$ cat src/rtl/gcd_controller.sv
// gcd_controller: control FSM for a subtract-and-compare GCD datapath.
//
// Ports
//   clk                      rising-edge clock
//   rst                      asynchronous active-low reset
//   start                    request one computation (honoured only in IDLE)
//   x_gt_y, x_eq_y, x_ls_y   comparator flags for the current X/Y contents
//   x_sel, y_sel             mux select: 0 = external operand, 1 = ALU result
//   x_en, y_en               X/Y register load enables
//   x_op, y_op               ALU op: 00 pass own, 01 own minus other, 10 pass ext
//   done_en                  result register load enable
//   busy                     high in every state except IDLE
//   done                     one-cycle completion pulse
//   error                    qualifies done: no valid result was stored
//   steps                    subtraction steps in current / most recent run
//
// All control outputs are a pure decode of the state register, so each one
// changes only at a clock edge (or at reset).
module gcd_controller (
  input  logic       clk,
  input  logic       rst,
  input  logic       start,
  input  logic       x_gt_y,
  input  logic       x_eq_y,
  input  logic       x_ls_y,
  output logic       x_sel,
  output logic       y_sel,
  output logic       x_en,
  output logic       y_en,
  output logic [1:0] x_op,
  output logic [1:0] y_op,
  output logic       done_en,
  output logic       busy,
  output logic       done,
  output logic       error,
  output logic [7:0] steps
);

  typedef enum logic [2:0] {
    IDLE, LOAD, COMPARE, SUB_X, SUB_Y, STORE, DONE, ERR
  } state_t;

  localparam logic [1:0] OP_PASS = 2'b00;
  localparam logic [1:0] OP_SUB  = 2'b01;

  state_t     state, next_state;
  logic [7:0] steps_q;
  logic       at_limit;

  assign at_limit = (steps_q == 8'hFF);
  assign steps    = steps_q;

  always_ff @(posedge clk or negedge rst) begin
    if (!rst) state <= IDLE;
    else      state <= next_state;
  end

  // Cleared in LOAD, bumped once per SUB state. The step limit in COMPARE
  // stops the run before a SUB state can be entered at 255, so no wrap.
  always_ff @(posedge clk or negedge rst) begin
    if (!rst)                                   steps_q <= '0;
    else if (state == LOAD)                     steps_q <= '0;
    else if (state == SUB_X || state == SUB_Y) steps_q <= steps_q + 8'd1;
  end

  always_comb begin
    next_state = state;
    x_sel      = 1'b0;
    y_sel      = 1'b0;
    x_en       = 1'b0;
    y_en       = 1'b0;
    x_op       = OP_PASS;
    y_op       = OP_PASS;
    done_en    = 1'b0;
    busy       = 1'b1;
    done       = 1'b0;
    error      = 1'b0;
    case (state)
      IDLE: begin
        busy = 1'b0;
        if (start) next_state = LOAD;
      end
      LOAD: begin
        x_en       = 1'b1;
        y_en       = 1'b1;
        next_state = COMPARE;
      end
      COMPARE: begin
        // Only a one-hot flag set is meaningful; anything else is a
        // datapath fault. Equality wins over the step limit.
        case ({x_gt_y, x_eq_y, x_ls_y})
          3'b010:  next_state = STORE;
          3'b100:  next_state = at_limit ? ERR : SUB_X;
          3'b001:  next_state = at_limit ? ERR : SUB_Y;
          default: next_state = ERR;
        endcase
      end
      SUB_X: begin
        x_sel      = 1'b1;
        x_op       = OP_SUB;
        x_en       = 1'b1;
        next_state = COMPARE;
      end
      SUB_Y: begin
        y_sel      = 1'b1;
        y_op       = OP_SUB;
        y_en       = 1'b1;
        next_state = COMPARE;
      end
      STORE: begin
        done_en    = 1'b1;
        next_state = DONE;
      end
      DONE: begin
        done       = 1'b1;
        next_state = IDLE;
      end
      ERR: begin
        done       = 1'b1;
        error      = 1'b1;
        next_state = IDLE;
      end
      default: next_state = IDLE;
    endcase
  end

endmodule
$ cat config.mk
export PLATFORM = sky130hd
export DESIGN_NAME = gcd_controller
export DESIGN_NICKNAME = d
export VERILOG_FILES = /design/src/rtl/gcd_controller.sv
export SDC_FILE = /design/constraint.sdc
export NUM_CORES = 1
export LEC_CHECK = 0
export BUFFER_PORTS_ARGS = -buffer_cell sky130_fd_sc_hd__buf_2
export CAP_MARGIN = 10
export CORE_MARGIN = 2
export CORE_UTILIZATION = 50
export CTS_CLUSTER_SIZE = 12
export DETAILED_ROUTE_END_ITERATION = 12
export PLACE_DENSITY = 0.8
export SLEW_MARGIN = 25
export SYNTH_ARGS = -nofsm -noshare
export SYNTH_HDL_FRONTEND = slang
export SYNTH_SLANG_ARGS = --single-unit
$ cat constraint.sdc
create_clock -name clk -period 2.5 [get_ports clk]
set_clock_uncertainty 0.2 [all_clocks]
set_input_delay 0.125 -clock clk [delete_from_list [all_inputs] [get_ports clk]]
set_output_delay 0.125 -clock clk [all_outputs]
set_load 0.005 [all_outputs]
# Word-level counts from Yosys, hierarchy flattened
# Index checks and enable logic that the tools add are counted.
totals:
  ram_bits: 0
  regBits: 11
  inputBits: 6
  mem_bits_ro: 0
  word_cells: 39
  mem_count: 0
  latchBits: 0
classes:
  div_mod_pow: 0
  n_addsub: 1
  shift: 0
  bitwise_logic: 0
  n_eq_ne: 12
  n_mux: 17
  reduce_logical: 7
  n_mul: 0
  magnitude_cmp: 0
op_table:
  columns: ["op", "count"]
  rows:
  - ["$mux W8", 2]
  - ["$eq A3 B3 Y1 const B", 5]
  - ["$pmux W3 S5", 1]
  - ["$mux W1", 10]
  - ["$eq A3 B2 Y1 const B", 3]
  - ["$pmux W3 S3", 1]
  - ["$add A8 B1 Y8 const B", 1]
  - ["$eq A8 B8 Y1 const B", 1]
  - ["$eq A3 B1 Y1 const B", 2]
  - ["$mux W3", 2]
  - ["$reduce_or A2 Y1", 3]
  - ["$logic_not A3 Y1", 1]
  - ["$reduce_or A3 Y1", 1]
  - ["$mux W2", 1]
  - ["$ne A2 B2 Y1 const B", 1]
  - ["$reduce_bool A2 Y1", 1]
  - ["$logic_or A1 B1 Y1", 1]

# Logic depth before layout (Yosys ltp)
# Gate-level depths: netlist of the first run.
logic_depth:
  ltp_word: 4
  mapped_depth: 5
  mapped_depth_nobuf: 5

# Worst setup path before layout of the first run
# Ideal clock, no wire load.
synth_timing:
  path_kind: "reg-to-reg"
  start: "register steps_q[0], in the netlist steps[0]"
  end: "register state[2]"
  required_ns: 2.180
  synth_period_minus_slack_ns: 1.700
  stages_incl_launch_ff: 6
  arrival_time_ns: 1.380
  slack_ns: 0.800
  path_buffers: 0
  setup_ns: 0.120
  cell_sequence: "dfrtp_1 > ha_1 > and4_1 > a41oi_1 > nand3b_1 > a31o_1"
synth_via:
  elab_chain_cells: 4
synth_rtl:
  columns: ["element", "line", "text"]
  rows:
  - ["start: declaration", "47", "logic [7:0] steps_q;"]
  - ["start signal: assignment", "63", "else if (state == SUB_X || state == SUB_Y) steps_q <= steps_q + 8'd1;"]
  - ["$eq A8 B8 Y1", "50", "assign at_limit = (steps_q == 8'hFF);"]
  - ["$mux W3", "93", "3'b100: next_state = at_limit ? ERR : SUB_X;"]
  - ["$pmux W3 S3", "91", "case ({x_gt_y, x_eq_y, x_ls_y})"]
  - ["$pmux W3 S5", "78", "case (state)"]
  - ["end signal: assignment", "55", "else state <= next_state;"]
  - ["end: declaration", "46", "state_t state, next_state;"]
# Every way passes these cells.
# A chain may end at the register's enable or synchronous reset.

# Final worst setup path of the first run
layout_timing:
  start: "register state[2]"
  end: "output port y_en"
layout_via:
  elab_chain_cells: 3
layout_rtl:
  columns: ["element", "line", "text"]
  rows:
  - ["$eq A3 B1 Y1 or $eq A3 B3 Y1 (tied branches)", "78", null]
  - ["$reduce_or A2 Y1 (no source line) *", null, null]
  - ["$mux W1 *", "78", null]
  - ["end: declaration", "29", "output logic y_en,"]
# Mark *: on every way between the ends. The rest lies on a longest branch, timed or not.

==> run summary, run 1 <==
The multiplexer area fraction after synthesis is 2.73%, and the mean number of vias per cell is 5.80. In the synthesized netlist the dominant register cell turns out to be sky130_fd_sc_hd__dfrtp_1. The internal power of the cells totals 501 uW. For this design the static power due to leakage is 0.000429 uW. The tools report the total number of yosys warnings as 0. STA classifies the critical path endpoint as a primary output. For this design, the sink count on the clock tree is 11. The area share of fa/ha/maj cells after synthesis was 1.70%. Setup repair after global routing left no endpoint under its margin. The setup check on the worst reg-to-reg path leaves a slack of 0.64 ns. The design draws 907 uW.

Along the worst hold path, the cell count comes to 3. The final route contains 707 vias. The growth of design area from synthesis to finish works out to 18.9%. Data on the critical path is required at its endpoint by 2.17 ns.

The half-perimeter wire length after detailed placement came out at 1.21 mm. Path type of the worst setup path: flop to primary output. The critical path ends at y_en. The clock-pin transition on the worst setup and hold timing paths came out at 0.08 ns. Cells fill 65.5% of the core in the end.

For this design the ratio of total power to cell area is 1040 mW/mm2. The tools report the final weighted congestion in routability-driven placement as 0.773. The hold violation count in the final report was 0; the clock insertion delay at the later pin of the skew report was 0.27 ns.

The tree is rooted in a sky130_fd_sc_hd__clkbuf_4. Startpoint kind of the worst setup timing path: a flop. The run gives 1 as the number of levels in the clock H-tree. The mean cell area of the mapped netlist is 8.64 um2, and the number of buffers created by CTS is 3.

The number of antenna violations at the first check in global routing is 0, and the maximum ir drop on the vdd rail is 0.487 mV. Net switching is 44.8% of the power. TritonCTS built the clock tree. Of all nets on the critical path, the largest fanout is 16.

The final critical-path share of the clock period works out to 75.4%. The share of the synthesized area in compound gates (AO/OA/AOI/OAI) was 22.0%; the fraction of power consumed by sequential logic was 38.4%. The die covers 0.00179 mm2. The highest metal layer carrying signal wires in the routed design is met4. Combinational cell fraction of total power: 47.5%. After clock tree synthesis, the setup repair step added 0 buffers. Summed over all layers, the routed wires come to 1.69 mm. The launch point of the worst path was state[2]. Share of flip-flops with an asynchronous set or reset: 100%. The count of final max-slew check failures came out at 0.

After the last flow step, the layout net total stands at 115. Buffers placed on the I/O ports in this run total 23. The post-detailed-route count of antenna-violating nets is 0, and the wire length the detailed router placed on met1 is 796 um.

The largest net degree at the start of global routing is 17. Counting flops with a built-in enable in the synthesized netlist gives 0. After synthesis, the netlist uses 34 different library cells. The flow ran to the end, and the final reports show no timing, DRC or antenna violations. Summed over all nets, wire length on met3 after detailed routing comes to 125 um. The core region is 0.00133 mm2. The tools report the launch instance of the worst register-to-register path as steps[0]. Detailed routing placed a total of 752 um of wire on met2. For this configuration, the core starts out at a cell density of 55.1%.

The first global-routing pass estimated 2.93 mm of wire. The total net switching power came out at 407 uW. Data on the critical path arrives at its endpoint at 1.56 ns.

The endpoint identified for the worst register-to-register timing path is state[0]. Static timing analysis puts the maximum clock frequency at 0.531 GHz. In this run the core area contains 13 standard-cell rows. The share of post-route cells with drive strength above 1 was 28.0%. Via count of the first global-routing pass: 623.

The run gives 0 as the total grt overflow. The final sum of negative setup slack was 0 ns; the DRC violation count after routing was 0. After layout, the minimum clock period comes to 1.88 ns. In this run, synthesis produced a sequential element count of 11. Setup violations remaining at the end of the flow were counted as 0.

Of the total synthesized cell area, the portion taken by AND, OR, NAND and NOR gates is 22.7%. The average wire per standard cell came out at 13.9 um. Max-cap violations in this run came to 0. Counting every instance in the synthesized netlist gives 85. The area share of xor/xnor cells in the synthesized design was 4.77%. The area of the mapped netlist was 734 um2; the worst reg2reg path depth was 5. The main combinational cell family by area after synthesis was simple AND/OR/NAND/NOR gates. The run gives 21.6% as the overall track demand over capacity in global routing. The number of optimization iterations in the first detailed-route pass was 4. The run gives 0 as the post-cts gate resize count. Per report_power, the clock group accounts for 14.1% of the total.

The logs give 118 for the number of fill cells and 27 for the detailed router's first-iteration violation count. After synthesis, flip-flops and latches occupy 37.5% of the total area. The maximum number of buffers from clock root to sink is 2, and the die width is 42.3 um. 0 antenna diodes ended up in the layout. The I/O pin total came out at 26.

The tightest min-delay check is of the primary input to flop type. The vertical die dimension was 42.3 um.
worst min path at each step:
stage | startpoint | to
2_1_floorplan | rst | state[0]
6_report | x_gt_y | state[2]
5_1_grt | x_gt_y | state[2]
3_3_place_gp | rst | steps[3]
3_5_place_dp | rst | steps[3]
4_1_cts | x_gt_y | state[2]
cells by family after synthesis:
group / count (synthesis)
other: 1
buffers and inverters: 12
and+or+nand+nor: 31
muxes: 2
xor gates and xnor gates: 4
adders and majority gates: 1
AOI/OAI and AO/OA: 23
DFF: 11
through the flow:
step           setup WS, ns  area [um2]  hold WS (ns)  std cells
3_3_place_gp          0.718         827        -0.191        116
2_1_floorplan         0.800         738        -0.371         86
5_1_grt               0.505         873        0.0261        122
3_5_place_dp          0.655         827        -0.195        116
4_1_cts               0.625         873       0.00192        122
6_report              0.615         873       0.00153        122
cells in the mapped netlist, drive strengths merged (2+ instances only):
master  instances  area share (%)
o22ai           2             1.7
a41oi           2             2.4
and3            2             1.7
dfrtp          11              37
xnor2           4             4.8
a211oi          4             5.5
inv             4             2.0
o21ai           4             2.7
nand2b          2             1.7
nand2           4             2.0
buf             4             4.1
a21oi           7             4.8
mux2i           2             2.7
clkbuf          4             2.0
nor2           11             5.6
nor2b           2             1.7
final cells by class:
class	count	area, um2	area share (%)
Multi-Input combinational cell	63	403	46.1
Clock buffer	4	26.3	3.01
Tap cell	15	18.8	2.15
Sequential cell	11	275	31.5
Timing Repair Buffer	25	135	15.5
Inverter	4	15.0	1.72
sequential cells by signal, summed over array words and instances, names as in the netlist:
name   flops
steps      8
state      3
layer usage:
metal / vias up / global-route usage, %
li1: 344 / -
met1: 318 / 30.4
met2: 41 / 31.4
met3: 4 / 6.47
met4: 0 / 7.50
met5: - / 0
cells in the final DEF, fill, tap and decap left out, types with 2 or more instances in the layout:
cell / count
sky130_fd_sc_hd__a211oi_1: 2
sky130_fd_sc_hd__a211oi_2: 2
sky130_fd_sc_hd__a21oi_1: 7
sky130_fd_sc_hd__a41oi_1: 2
sky130_fd_sc_hd__and3_1: 2
sky130_fd_sc_hd__buf_2: 23
sky130_fd_sc_hd__clkbuf_4: 3
sky130_fd_sc_hd__conb_1: 2
sky130_fd_sc_hd__dfrtp_1: 11
sky130_fd_sc_hd__dlygate4sd3_1: 2
sky130_fd_sc_hd__inv_1: 3
sky130_fd_sc_hd__mux2i_1: 2
sky130_fd_sc_hd__nand2_1: 4
sky130_fd_sc_hd__nand2b_1: 2
sky130_fd_sc_hd__nor2_1: 11
sky130_fd_sc_hd__nor2b_1: 2
sky130_fd_sc_hd__o21ai_0: 4
sky130_fd_sc_hd__o22ai_1: 2
sky130_fd_sc_hd__xnor2_1: 4
power by group through the flow:
stage,combinational [uW],clock (uW),sequential [uW]
after global routing,482,142,363
after detailed placement,425,0,348
final,431,128,349
after floorplan,358,0,292
after global placement,420,0,343
after CTS,431,130,344
timing repair:
item | in CTS | in global routing
endpoints found under the setup margin | 0 | 0
hold endpoints to repair | 12 | 0
hold buffers | 2 | 0
critical path, cell delays in order (launching register included):
cell,delay (ns)
sky130_fd_sc_hd__dfrtp_1,0.59
sky130_fd_sc_hd__or3b_4,0.47
sky130_fd_sc_hd__o21ai_0,0.09
sky130_fd_sc_hd__buf_2,0.14
Note: power is estimated with default switching activity, not from simulation.
==> inputs of run 2 (changes only) <==
- ABC_AREA: not set -> 1
- CORE_UTILIZATION: 50 -> 43
- PLACE_DENSITY: 0.8 -> 0.73
- clock period: 2.5 -> 1.7 ns (I/O delays scaled with it)
==> run 2 against run 1 <==
Compared with the run above:
- power is 40% higher
- critical path depth increased by 3
- sequential power grew 28%
- largest cell class unchanged
- utilization decreased by 11 points
- via count up 12%
- area after synthesis up 4.3%
- largest power group unchanged
==> run summary, run 2 <==
Walking the worst path, the cells encountered are inv_2, nand2_4, inv_1, nand2_2, nand2_1, buf_2. The data required time at the worst endpoint came out at 1.41 ns. The most used flip-flop cell after synthesis is sky130_fd_sc_hd__dfrtp_1.

Sorting the synthesized cells by area gives the leading types as sky130_fd_sc_hd__dfrtp_1 36%, sky130_fd_sc_hd__nand2_1 16%, sky130_fd_sc_hd__nand3_1 7.2%, sky130_fd_sc_hd__inv_1 6.9%, sky130_fd_sc_hd__nor2_1 6.4%. The count of nets left with antenna violations once routing finished came out at 0. The die covers 0.00213 mm2. In this run the worst path has a maximum fanout of 9.

Sorting the synthesized cells by how often they occur yields 33 x sky130_fd_sc_hd__nand2_1, 14 x sky130_fd_sc_hd__inv_1, 13 x sky130_fd_sc_hd__nor2_1, 11 x sky130_fd_sc_hd__dfrtp_1, 11 x sky130_fd_sc_hd__nand3_1. The logs give 1.29 ns for the data arrival time of the worst path and 0 for the total number of yosys warnings. The stage delay of the slowest cell on the critical path works out to 0.45 ns. The number of cells on the worst reg-to-reg path is 7. The maximum number of buffers from clock root to sink is 2.

Main combinational cell family by area after synthesis: simple AND/OR/NAND/NOR gates. Hold violation count in the final report: 0. The synthesized netlist devotes 0% of its cell area to XOR and XNOR gates. The buffer cell driving the clock tree root is sky130_fd_sc_hd__clkbuf_4. The die width works out to 46.2 um. The timing-limited maximum frequency was 0.634 GHz. In this run the critical register-to-register path is captured at state[1]. Sequential elements use 35.9% of the synthesized area. The path type of the worst setup path is flop to primary output. The power density of the placed cells works out to 1360 mW/mm2. The largest individual stage delay along the critical path comes from the cell sky130_fd_sc_hd__dfrtp_1.

Summing the areas of all compound-gate instances in the mapped netlist gives 6.86% of the synthesized area. Launch instance of the worst register-to-register path: steps[1]. The number of optimization iterations in the first detailed-route pass was 4.

The floorplan step set the die height to 46.2 um. The mean cell area of the mapped netlist is 6.78 um2, and the detailed router's first-iteration violation count is 13. TritonCTS built the clock tree. The number of flip-flops under the largest register name came out at 8.

Summed over all failing endpoints, the final setup total negative slack is 0 ns. Setup slack on the worst reg-to-reg path comes out at 0.25 ns. Compared with the post-synthesis result, the final layout area differs by 21.6%. The analysis attributes to cell leakage a power of 0.000546 uW.

Total setup violations reported at the end of the flow: 0. The top-area cell type share of the netlist area is 35.9%. For the power consumption, the log shows 1270 uW.

The area share of fa/ha/maj cells after synthesis is 1.63%. The kind of path behind the tightest hold check is primary input to async pin. CTS saw 11 sinks. Detailed routing inserted a total of 792 vias. After clock tree synthesis, the setup repair step added 0 buffers. Row generation in the floorplan step produced 15 rows. The number of flops mapped to enable cells by yosys was 0; the simple-gate share of the synthesized area was 40.8%. Total grt overflow: 0. The library cell used most frequently in the layout, excluding fill and tap cells, is sky130_fd_sc_hd__nand2_1. Count of final max-slew check failures: 0.

The number of standard cells after synthesis is 113, and the mean number of vias per cell is 4.83. Clock-pin transition on the worst setup and hold timing paths: 0.07 ns. The half-perimeter wire length after detailed placement is 1.23 mm, and the number of port buffers is 23. The area of the core was 0.00171 mm2.

The number of antenna diodes in the final layout is 0. The number of buffers created by CTS is 3, and the initial cell density of the core is 44.8%. The routed design could run at a clock period as short as 1.58 ns. sky130_fd_sc_hd__dfrtp_1 takes more of the synthesized area than any other cell. The multiplexer area fraction after synthesis came out at 0%. The endpoint kind of the worst setup timing path is a primary output. The critical path starts at state[2]. The synthesized design contains 11 register bits. The number of different library cells used by synthesis comes to 21. Among all cell types in the netlist, the one instantiated most often is sky130_fd_sc_hd__nand2_1.

Following the worst setup path forward leads to its endpoint at y_en. The tools report the layout net count as 147. In the layout the commonest cells are 33 x sky130_fd_sc_hd__nand2_1, 23 x sky130_fd_sc_hd__buf_2, 14 x sky130_fd_sc_hd__inv_1, 13 x sky130_fd_sc_hd__nor2_1. Number of levels in the clock H-tree: 1. The worst setup path is launched from a flop. Largest net degree at the start of global routing: 14.

The worst setup slack after placement is 0.271 ns, and the reported max-cap violation count is 0. The run finished with clean final reports. For this block, the routed nets add up to 1.59 mm of wire. Wire length of the first global-routing pass: 2.60 mm.

Of the available clock period, the critical path in the final layout requires 92.8%. Post-CTS repair changed the size of 0 cells. At the end of routability-driven placement, the weighted congestion stood at 0.745. Setup repair after global routing left no endpoint under its margin. At the end of the flow the core is filled with cells to 54.5%. The worst path meets setup with 0.122 ns of slack. IR analysis of the VDD net gives a maximum drop of 0.632 mV. For this design the top-level I/O count stands at 26. At the later pin of the worst-skew pair, clock insertion delay measures 0.27 ns. In the routed design, unresolved DRC markers number 0.

The share of flip-flops with an asynchronous set or reset works out to 100%. The overall track demand over capacity in global routing was 17.2%. The number of antenna violations at the first check in global routing was 0; the via count of the first global-routing pass was 656.

After detailed routing, the average wire length per cell comes to 9.66 um. The share of post-route cells with drive strength above 1 came out at 25.9%. The run gives 766 um2 as the area of the mapped netlist.
## run 2: cell types whose count changed in the layout (fill, tap and decap cells not counted), moves of 3 or more
cell / previous run / this run
sky130_fd_sc_hd__nand2_1: 4 / 33
sky130_fd_sc_hd__inv_1: 3 / 14
sky130_fd_sc_hd__nand3_1: 1 / 11
sky130_fd_sc_hd__xnor2_1: 4 / 0
sky130_fd_sc_hd__inv_2: 1 / 4
## run 2: worst min path at each step
stage,endpoint,cells after the start
final,steps[6],2
after CTS,state[1],2
after global routing,state[1],2
after floorplan,state[0],0
after detailed placement,steps[2],1
after global placement,steps[2],1
## run 2: routing by layer
| metal | GRT usage [%] | vias up | share of wire, % |
|---|---|---|---|
| met5 | 0 | - | 0 |
| met4 | 10.3 | 0 | 2.5 |
| met3 | 2.35 | 5 | 5.5 |
| met2 | 28.1 | 25 | 47 |
| met1 | 21.4 | 361 | 45 |
| li1 | - | 401 | - |
## run 2: stage by stage
step                instance area, um2  hold WS [ns]  std cells
floorplan                          769        -0.411        114
global placement                   875        -0.233        157
detailed placement                 875        -0.230        157
CTS                                931        0.0105        164
global route                       931        0.0378        164
finish                             931       0.00796        164
## run 2: worst max-delay path, delay by kind of cell (launching register included)
kind | cells | cell delay, ns
and+or+nand+nor | 3 | 0.30
DFF | 1 | 0.45
buffers and inverters | 3 | 0.27
## run 2: area by class of cell
cell class,count,area (um2)
Inverter,18,67.6
Fill cell,162,777
Multi-Input combinational cell,80,385
Sequential cell,11,275
Clock buffer,4,26.3
Timing Repair Buffer,26,145
Tap cell,25,31.3
## run 2: kinds of logic after synthesis
group / Yosys count
and+or+nand+nor: 67
buffers and inverters: 23
DFF: 11
AOI/OAI and AO/OA: 10
adders and majority gates: 1
other: 1
## run 2: report_power, final
| group | total, uW | switching (uW) | internal (uW) |
|---|---|---|---|
| clock | 186 | 94.5 | 91.0 |
| sequential | 445 | 103 | 342 |
| combinational | 636 | 394 | 242 |
| total | 1270 | 591 | 675 |
## run 2: timing repair
item | in CTS | in global routing
endpoints found under the hold margin | 12 | 0
hold buffers | 3 | 0
setup endpoints to repair | 0 | 0
